==> config.mk <==
export PLATFORM = sky130hd
export DESIGN_NAME = spi_master_cfg_flat
export DESIGN_NICKNAME = d
export VERILOG_FILES = /design/src/rtl/spi_master_cfg_if.sv /design/src/rtl/spi_master_cfg.sv /design/src/flat_wrapper.sv
export SDC_FILE = /design/constraint.sdc
export NUM_CORES = 1
export LEC_CHECK = 0
export CORE_MARGIN = 4
export CORE_UTILIZATION = 55
export DETAILED_ROUTE_END_ITERATION = 16
export PLACE_DENSITY = 0.78
export SETUP_SLACK_MARGIN = 0.4
export SYNTH_ARGS = -nofsm -noshare
export SYNTH_HDL_FRONTEND = slang
export SYNTH_SLANG_ARGS = --single-unit
export TNS_END_PERCENT = 50
==> constraint.sdc <==
create_clock -name clk -period 6.2 [get_ports clk]
set_input_delay 1.24 -clock clk [delete_from_list [all_inputs] [get_ports clk]]
set_output_delay 1.24 -clock clk [all_outputs]
set_load 0.01 [all_outputs]
==> src/rtl/spi_master_cfg_if.sv <==
// Controller-side and SPI-side signal bundle for spi_master_cfg.
// The lsb_first member exists only when SPI_LSB_FIRST_EN is defined.
interface spi_master_cfg_if #(
    parameter int DATA_W = 8,
    parameter int NUM_CS = 1
);
    localparam int CS_W = (NUM_CS > 1) ? $clog2(NUM_CS) : 1;

    logic              start;
    logic              cpol;
    logic              cpha;
    logic [CS_W-1:0]   cs_sel;
    logic [DATA_W-1:0] m_tx_data;
    logic              miso;
`ifdef SPI_LSB_FIRST_EN
    logic              lsb_first;
`endif
    logic [DATA_W-1:0] m_rx_data;
    logic              sclk;
    logic              mosi;
    logic [NUM_CS-1:0] cs;
    logic              busy;
    logic              done;

    // SPI master view: the design block itself
    modport master (
        input  start, cpol, cpha, cs_sel, m_tx_data, miso,
`ifdef SPI_LSB_FIRST_EN
        input  lsb_first,
`endif
        output m_rx_data, sclk, mosi, cs, busy, done
    );

    // Environment view: local controller plus attached slave
    modport slave (
        output start, cpol, cpha, cs_sel, m_tx_data, miso,
`ifdef SPI_LSB_FIRST_EN
        output lsb_first,
`endif
        input  m_rx_data, sclk, mosi, cs, busy, done
    );
endinterface

==> src/rtl/spi_master_cfg.sv <==
// Parametrised full-duplex SPI master with runtime CPOL/CPHA and NUM_CS chip selects.
// Optional SPI_LSB_FIRST_EN adds a per-transfer lsb_first control.
module spi_master_cfg #(
    parameter int DATA_W  = 8,
    parameter int CLK_DIV = 4,
    parameter int NUM_CS  = 1
) (
    input  logic            clk,
    input  logic            reset,
    spi_master_cfg_if.master bus
);
    localparam int CS_W   = (NUM_CS > 1) ? $clog2(NUM_CS) : 1;
    localparam int CNT_W  = (CLK_DIV > 1) ? $clog2(CLK_DIV) : 1;
    localparam int EDGE_W = $clog2(2 * DATA_W + 1);
    localparam logic [CNT_W-1:0]  CNT_LAST  = CNT_W'(CLK_DIV - 1);
    localparam logic [EDGE_W-1:0] EDGE_LAST = EDGE_W'(2 * DATA_W);
    localparam logic [CS_W:0]     NUM_CS_L  = (CS_W + 1)'(NUM_CS);

    typedef enum logic [1:0] {
        IDLE  = 2'd0,
        SETUP = 2'd1,
        XFER  = 2'd2,
        HOLD  = 2'd3
    } state_e;

    state_e              state_q, state_d;
    logic [CNT_W-1:0]    cnt_q, cnt_d;
    logic [EDGE_W-1:0]   edge_q, edge_d;
    logic [DATA_W-1:0]   tx_q, tx_d;
    logic [DATA_W-1:0]   rx_q, rx_d;
    logic [DATA_W-1:0]   rx_out_q, rx_out_d;
    logic                sclk_q, sclk_d;
    logic                mosi_q, mosi_d;
    logic [NUM_CS-1:0]   cs_q, cs_d;
    logic                busy_q, busy_d;
    logic                done_q, done_d;
    logic                cpol_q, cpol_d;
    logic                cpha_q, cpha_d;
    logic                lsb_q, lsb_d;

    logic                lsb_in_s;
    logic                sel_ok_s;
    logic [DATA_W-1:0]   load_s;
    logic                edge_fire_s;
    logic [EDGE_W-1:0]   edge_num_s;

    function automatic logic [DATA_W-1:0] bit_rev(input logic [DATA_W-1:0] v);
        logic [DATA_W-1:0] r;
        for (int i = 0; i < DATA_W; i++) begin
            r[i] = v[DATA_W-1-i];
        end
        return r;
    endfunction

    function automatic logic [NUM_CS-1:0] cs_decode(input logic [CS_W-1:0] sel);
        logic [NUM_CS-1:0] r;
        for (int i = 0; i < NUM_CS; i++) begin
            r[i] = (sel != CS_W'(i));
        end
        return r;
    endfunction

`ifdef SPI_LSB_FIRST_EN
    assign lsb_in_s = bus.lsb_first;
`else
    assign lsb_in_s = 1'b0;
`endif

    // LSB-first is handled by reversing the word once and always shifting from the top
    assign load_s   = lsb_in_s ? bit_rev(bus.m_tx_data) : bus.m_tx_data;
    assign sel_ok_s = ({1'b0, bus.cs_sel} < NUM_CS_L);

    // Next-state and output decode for the transfer sequencer
    always_comb begin
        state_d     = state_q;
        cnt_d       = cnt_q;
        edge_d      = edge_q;
        tx_d        = tx_q;
        rx_d        = rx_q;
        rx_out_d    = rx_out_q;
        sclk_d      = sclk_q;
        mosi_d      = mosi_q;
        cs_d        = cs_q;
        busy_d      = busy_q;
        done_d      = 1'b0;
        cpol_d      = cpol_q;
        cpha_d      = cpha_q;
        lsb_d       = lsb_q;
        edge_fire_s = 1'b0;
        edge_num_s  = edge_q;

        case (state_q)
            IDLE: begin
                sclk_d = bus.cpol;
                mosi_d = 1'b0;
                cs_d   = {NUM_CS{1'b1}};
                busy_d = 1'b0;
                cnt_d  = '0;
                edge_d = '0;
                if (bus.start && sel_ok_s) begin
                    state_d = SETUP;
                    busy_d  = 1'b1;
                    cpol_d  = bus.cpol;
                    cpha_d  = bus.cpha;
                    lsb_d   = lsb_in_s;
                    cs_d    = cs_decode(bus.cs_sel);
                    rx_d    = '0;
                    if (bus.cpha) begin
                        mosi_d = 1'b0;
                        tx_d   = load_s;
                    end else begin
                        mosi_d = load_s[DATA_W-1];
                        tx_d   = {load_s[DATA_W-2:0], 1'b0};
                    end
                end else begin
                    state_d = IDLE;
                end
            end
            SETUP: begin
                if (cnt_q == CNT_LAST) begin
                    cnt_d       = '0;
                    state_d     = XFER;
                    edge_fire_s = 1'b1;
                    edge_num_s  = EDGE_W'(1);
                end else begin
                    cnt_d = cnt_q + 1'b1;
                end
            end
            XFER: begin
                // The final half-period after the last edge lets the slave settle before HOLD
                if (cnt_q == CNT_LAST) begin
                    cnt_d = '0;
                    if (edge_q == EDGE_LAST) begin
                        state_d = HOLD;
                    end else begin
                        edge_fire_s = 1'b1;
                        edge_num_s  = edge_q + 1'b1;
                    end
                end else begin
                    cnt_d = cnt_q + 1'b1;
                end
            end
            HOLD: begin
                if (cnt_q == CNT_LAST) begin
                    cnt_d    = '0;
                    state_d  = IDLE;
                    done_d   = 1'b1;
                    busy_d   = 1'b0;
                    cs_d     = {NUM_CS{1'b1}};
                    rx_out_d = rx_q;
                    sclk_d   = cpol_q;
                    mosi_d   = 1'b0;
                end else begin
                    cnt_d = cnt_q + 1'b1;
                end
            end
            default: begin
                state_d = IDLE;
            end
        endcase

        // Odd edges are leading; sampling happens on leading edges only when cpha is 0
        if (edge_fire_s) begin
            edge_d = edge_num_s;
            sclk_d = ~sclk_q;
            if (edge_num_s[0] != cpha_q) begin
                rx_d = lsb_q ? {bus.miso, rx_q[DATA_W-1:1]} : {rx_q[DATA_W-2:0], bus.miso};
            end else if (edge_num_s != EDGE_LAST) begin
                mosi_d = tx_q[DATA_W-1];
                tx_d   = {tx_q[DATA_W-2:0], 1'b0};
            end else begin
                mosi_d = mosi_q;
            end
        end else begin
            edge_d = edge_d;
        end
    end

    // State and output registers with synchronous reset
    always_ff @(posedge clk) begin
        if (reset) begin
            state_q  <= IDLE;
            cnt_q    <= '0;
            edge_q   <= '0;
            tx_q     <= '0;
            rx_q     <= '0;
            rx_out_q <= '0;
            sclk_q   <= 1'b0;
            mosi_q   <= 1'b0;
            cs_q     <= {NUM_CS{1'b1}};
            busy_q   <= 1'b0;
            done_q   <= 1'b0;
            cpol_q   <= 1'b0;
            cpha_q   <= 1'b0;
            lsb_q    <= 1'b0;
        end else begin
            state_q  <= state_d;
            cnt_q    <= cnt_d;
            edge_q   <= edge_d;
            tx_q     <= tx_d;
            rx_q     <= rx_d;
            rx_out_q <= rx_out_d;
            sclk_q   <= sclk_d;
            mosi_q   <= mosi_d;
            cs_q     <= cs_d;
            busy_q   <= busy_d;
            done_q   <= done_d;
            cpol_q   <= cpol_d;
            cpha_q   <= cpha_d;
            lsb_q    <= lsb_d;
        end
    end

    assign bus.m_rx_data = rx_out_q;
    assign bus.sclk      = sclk_q;
    assign bus.mosi      = mosi_q;
    assign bus.cs        = cs_q;
    assign bus.busy      = busy_q;
    assign bus.done      = done_q;
endmodule

==> src/flat_wrapper.sv <==
// flat-port wrapper written by rule: the top's interface ports become plain ports
module spi_master_cfg_flat 
#(
    parameter int DATA_W  = 8,
    parameter int CLK_DIV = 4,
    parameter int NUM_CS  = 1
)
  (clk, reset, bus_start, bus_cpol, bus_cpha, bus_cs_sel, bus_m_tx_data, bus_miso, bus_m_rx_data, bus_sclk, bus_mosi, bus_cs, bus_busy, bus_done);
  spi_master_cfg_if #(.DATA_W(DATA_W), .NUM_CS(NUM_CS)) bus_i ();
  input  logic clk;
  input  logic reset;
  input wire logic [$bits(bus_i.start)-1:0] bus_start;
  input wire logic [$bits(bus_i.cpol)-1:0] bus_cpol;
  input wire logic [$bits(bus_i.cpha)-1:0] bus_cpha;
  input wire logic [$bits(bus_i.cs_sel)-1:0] bus_cs_sel;
  input wire logic [$bits(bus_i.m_tx_data)-1:0] bus_m_tx_data;
  input wire logic [$bits(bus_i.miso)-1:0] bus_miso;
  output wire logic [$bits(bus_i.m_rx_data)-1:0] bus_m_rx_data;
  output wire logic [$bits(bus_i.sclk)-1:0] bus_sclk;
  output wire logic [$bits(bus_i.mosi)-1:0] bus_mosi;
  output wire logic [$bits(bus_i.cs)-1:0] bus_cs;
  output wire logic [$bits(bus_i.busy)-1:0] bus_busy;
  output wire logic [$bits(bus_i.done)-1:0] bus_done;
  assign bus_i.start = bus_start;
  assign bus_i.cpol = bus_cpol;
  assign bus_i.cpha = bus_cpha;
  assign bus_i.cs_sel = bus_cs_sel;
  assign bus_i.m_tx_data = bus_m_tx_data;
  assign bus_i.miso = bus_miso;
  assign bus_m_rx_data = bus_i.m_rx_data;
  assign bus_sclk = bus_i.sclk;
  assign bus_mosi = bus_i.mosi;
  assign bus_cs = bus_i.cs;
  assign bus_busy = bus_i.busy;
  assign bus_done = bus_i.done;
  spi_master_cfg #(.DATA_W(DATA_W), .CLK_DIV(CLK_DIV), .NUM_CS(NUM_CS)) u_core (.clk(clk), .reset(reset), .bus(bus_i));
endmodule
Word-level counts from Yosys, hierarchy flattened
Index checks and enable logic that the tools add are counted.
{"block": "word_totals", "wordCells": 87, "regBits": 40, "in_bits": 15, "output_inout_bits": 13}
{"block": "op_classes", "n_lt_le_gt_ge": 1, "reduce_logical": 12, "muxes": 44, "bitwise": 2, "add_sub_neg": 2, "eq_ne": 13}
{"cell": "8-bit two-way mux", "n": 10}
{"cell": "5-bit two-way mux", "n": 5}
{"cell": "1-bit two-way mux", "n": 16}
{"cell": "2-bit two-way mux", "n": 5}
{"cell": "1-bit one-hot mux with 2 select lines", "n": 5}
{"cell": "5-bit one-hot mux with 2 select lines", "n": 1}
{"cell": "2-bit by 1-bit != test with 1-bit output (second input constant)", "n": 4}
{"cell": "2-bit one-hot mux with 4 select lines", "n": 1}
{"cell": "2-bit AND reduction", "n": 4}
{"cell": "2-bit == test (second input constant)", "n": 3}
{"cell": "5-bit by 1-bit adder with 5-bit output (second input constant)", "n": 1}
{"cell": "5-bit == test (second input constant)", "n": 1}
{"cell": "5-bit != test (second input constant)", "n": 1}
{"cell": "2-bit one-hot mux with 2 select lines", "n": 1}
{"cell": "4-bit AND reduction", "n": 1}
{"cell": "2-bit nonzero test", "n": 2}
{"cell": "3-bit by 1-bit != test with 1-bit output (second input constant)", "n": 1}
{"cell": "3-bit != test (second input constant)", "n": 1}
{"cell": "3-bit nonzero test", "n": 1}
{"cell": "3-bit OR reduction", "n": 1}
{"cell": "2-bit by 1-bit adder with 2-bit output (second input constant)", "n": 1}
{"cell": "2-bit by 1-bit == test with 1-bit output (second input constant)", "n": 1}
{"cell": "2-bit logical NOT", "n": 1}
{"cell": "1-bit inverter", "n": 2}
{"cell": "4 further kinds", "n": 4}

Logic depth before layout (Yosys ltp)
{"block": "logic_depth", "depth_word": 8, "depth_mapped": 11, "mapped_depth_nobuf": 8}

Least setup slack after synthesis
No wires, ideal clock.
{"block": "synth_timing", "path_type": "in2reg", "from": "input port bus_cpha", "to": "register u_core.tx_q[1]", "setup_time_ns": 0.070, "n_path_buf": 1, "path_stages": 6, "arrival_time_ns": 2.291, "path_slack_ns": 3.839, "path_cell_list": "clkbuf_1 -> mux2i_1 -> nor2_1 -> a21oi_1 -> or3_1 -> a21oi_1"}
{"block": "synth_between", "elab_chain_len": 6}
{"element": "start, declared", "line": "flat_wrapper.sv:14", "source": "input wire logic [$bits(bus_i.cpha)-1:0] bus_cpha;"}
{"element": "8-bit two-way mux *", "line": "spi_master_cfg.sv:108", "source": "if (bus.cpha) begin"}
{"element": "8-bit two-way mux *", "line": "spi_master_cfg.sv:100", "source": "if (bus.start && sel_ok_s) begin"}
{"element": "8-bit two-way mux *", "line": "spi_master_cfg.sv:92", "source": "case (state_q)"}
{"element": "8-bit two-way mux", "line": "spi_master_cfg.sv:168", "source": "end else if (edge_num_s != EDGE_LAST) begin"}
{"element": "8-bit two-way mux", "line": "spi_master_cfg.sv:166", "source": "if (edge_num_s[0] != cpha_q) begin"}
{"element": "8-bit two-way mux *", "line": "spi_master_cfg.sv:163", "source": "if (edge_fire_s) begin"}
{"element": "end signal, assigned", "line": "spi_master_cfg.sv:200", "source": "tx_q <= tx_d;"}
{"element": "end, declared", "line": "spi_master_cfg.sv:29", "source": "logic [DATA_W-1:0] tx_q, tx_d;"}
Mark *: on every way between the ends. The rest lies on a longest branch, timed or not.
A chain may end at the register's enable or synchronous reset.

Worst setup path after layout
{"block": "layout_timing", "from": "input port bus_cs_sel", "to": "register u_core.tx_q[5]"}
{"block": "layout_between", "elab_chain_len": 7}
{"element": "start, declared", "line": "flat_wrapper.sv:15", "source": "input wire logic [$bits(bus_i.cs_sel)-1:0] bus_cs_sel;"}
{"element": "1-bit less-than comparator *", "line": "spi_master_cfg.sv:71", "source": "assign sel_ok_s = ({1'b0, bus.cs_sel} < NUM_CS_L);"}
{"element": "1-bit logical AND *", "line": "spi_master_cfg.sv:100"}
{"element": "8-bit two-way mux *", "line": "spi_master_cfg.sv:100"}
{"element": "8-bit two-way mux *", "line": "spi_master_cfg.sv:92"}
{"element": "8-bit two-way mux", "line": "spi_master_cfg.sv:168"}
{"element": "8-bit two-way mux", "line": "spi_master_cfg.sv:166"}
{"element": "8-bit two-way mux *", "line": "spi_master_cfg.sv:163"}
Marks and branches as above.

==> metrics <==
outcome finished, final reports clean; critical path's most frequent cell a21oi_1; Leak 0.885 nW; Layout area overhead 16.1%; #FFs+latches synth 40; CP Launch Type input port; routability cong. 0.811; die extent in y 70.4 µm; Post-Route WL 4720 µm; setup_tns 0 ns; sequential element share of the synthesized area 37.4%; FP Rows 22; DRC errors left 0; Hold Path Class flip-flop to flip-flop; Hold Buf Count CTS 0; Crit path max-delay family simple AND/OR/NAND/NOR gates; final period utilization 49.5%; slowest cell on the critical path nand3b_1; worst-margin pin slew 1.08 ns; Netlist cell types 48; pin count of the biggest net entering global routing 42; Post-Synthesis Cells 261; Post-synth top flop dfxtp_1; CTS resizes 0; Achievable Freq 326 MHz; Slew Limit Fails 0; clock tree root driver cell clkbuf_8; Worst EP arrival 3.30 ns; most frequent cells in the layout a21oi_1 (41), dfxtp_1 (40), clkdlybuf4s50_1 (27); Final Skew 0.0125 ns; Buf+Inv Stages, Crit Path 1; GRT Resource Usage Total 19.7%; number of synthesized flops with an enable pin 0; syn_nets 283; vias in the first global route 1835; Final Hold Viols 0; clock slew at reported path FFs 0.08 ns; VDD IR max 0.000177 V; IO buf count 27; pwr/cell area 276 nW/µm²; Worst Path Required 6.43 ns; final core occ 66.9%; Nets 301; number of DRC markers in iteration 0 113; Pre-antenna DRT Iters 4; RSZ-0062 raised after global routing no; vias post-DR 1994; Final setup viols 0; slew margin rel. 27.7%; TritonCTS Sinks 40; wire per inst 14.4 µm; Avg Vias per Cell 6.10; crit path max fanout 29; slowest stage delay, CP 0.80 ns; Async S/R FF share, synth 0%; Starting Density 57.6%; GRT overflow 0; CTS H-tree depth 2; # IOs 28; first-pass GRT wire length 8090 µm; commonest non-fill, non-tap cell in the layout a21oi_1; Diodes inserted 0; post-CTS setup buffer count 0; Chip Width 70.4 µm; detailed placement HPWL 3200 µm; TritonCTS clock tree built; max-cap violations 0; Yosys warning count 0; initial antenna violation count 0; cts bufs inserted 5; Post-Synthesis Cell Area 2140 µm²; CORE AREA 3720 µm²; Worst-Skew Late Latency 0.30 ns; DRT antenna net count 0; Syn Area/Cell 8.20 µm²; Critical Path Sink Type flip-flop; critical path type input port to flip-flop; die area 4950 µm²; layout cell share with drive strength beyond 1 6.45%; critical path cell sequence clkdlybuf4s50_1, nand3b_1, nor2_1, a21oi_1, or3_1, a21oi_1; post-layout min period 3.07 ns; CTS max path bufs 2
cell families after synthesis:
| group | synth area share, % |
|---|---|
| flops | 37.4 |
| fa+ha+maj | 4.09 |
| xor+xnor | 0.409 |
| mux | 5.67 |
| buf+inv | 5.38 |
| compound gates | 24.1 |
| simple gates | 22.9 |
layout make-up:
type	instances	area [µm²]
Sequential cell	40	801
Tap cell	48	60.1
Fill cell	338	1230
Clock buffer	5	68.8
Multi-Input combinational cell	194	1220
Clock inverter	2	12.5
Timing Repair Buffer	29	285
Inverter	9	33.8
metal layers:
layer / track usage, % / up-vias / wire length, µm
li1: - / 992 / -
met1: 25.8 / 939 / 2240
met2: 32.1 / 56 / 2170
met3: 5.18 / 7 / 260
met4: 4.89 / 0 / 44
met5: 0 / - / 0
per-stage QoR:
stage | setup slack [ns] | cells | cell area (µm²) | power, mW | hold WS, ns
after global routing | 2.92 | 327 | 2480 | 0.736 | 0.465
after CTS | 3.11 | 327 | 2480 | 0.691 | 0.449
after detailed placement | 2.81 | 320 | 2400 | 0.525 | 0.435
after global placement | 2.88 | 320 | 2400 | 0.522 | 0.415
final | 3.13 | 327 | 2480 | 0.687 | 0.444
after floorplan | 3.84 | 261 | 2140 | 0.462 | 0.405
worst reg2reg max path: stages, from the launching register on:
cell and delay, ns:
dfxtp_1 0.35, ha_1 0.73, and4b_1 0.34, mux2i_1 0.10, a21boi_1 0.60, o21ai_1 0.37, nand3_1 0.18, a21oi_1 0.09
registers in the layout, indices dropped and copies added (netlist names), 2 cells and up:
signal	count
u_core.bus.m_rx_data	8
u_core.rx_q	8
u_core.tx_q	8
u_core.edge_q	5
u_core.cnt_q	2
u_core.state_q	2
synthesized netlist by cell type (2+ instances only):
master    number  area, µm²
inv_1          8       30.0
nor3_1         4       20.0
ha_1           7       87.6
a211oi_1       6       45.0
o21ai_0       12       60.1
o211ai_1       8       60.1
o21ba_2        2       20.0
a21oi_1       41        205
nand3_1       18       90.1
clkbuf_1      11       41.3
o21ai_1        2       10.0
nor4b_1        2       17.5
buf_2          5       25.0
and3_1         5       31.3
mux2i_1       11        110
nand4_1        2       12.5
nand2_1       15       56.3
or3_1          7       43.8
dfxtp_1       40        801
nor2b_1        2       12.5
nor2_1        23       86.3
a31oi_1        2       12.5
nor4_1         3       18.8
power by group:
group | leakage (nW) | total, mW | switching (mW) | internal, mW
registers | 0.324 | 0.290 | 0.0132 | 0.277
clock network | 0.0400 | 0.167 | 0.0912 | 0.0762
logic | 0.520 | 0.229 | 0.146 | 0.0839
final timing paths:
| check | to | from | slack (ns) | cells past startpoint |
|---|---|---|---|---|
| worst max-delay path | u_core.tx_q[5] | bus_cs_sel | 3.13 | 6 |
| worst min register to register | u_core.cnt_q[0] | u_core.cnt_q[0] | 0.44 | 1 |
| worst min-delay path | u_core.cnt_q[0] | u_core.cnt_q[0] | 0.44 | 1 |
| worst max register to register | u_core.rx_q[5] | u_core.cnt_q[0] | 3.31 | 7 |
Note: power is estimated with default switching activity, not from simulation.
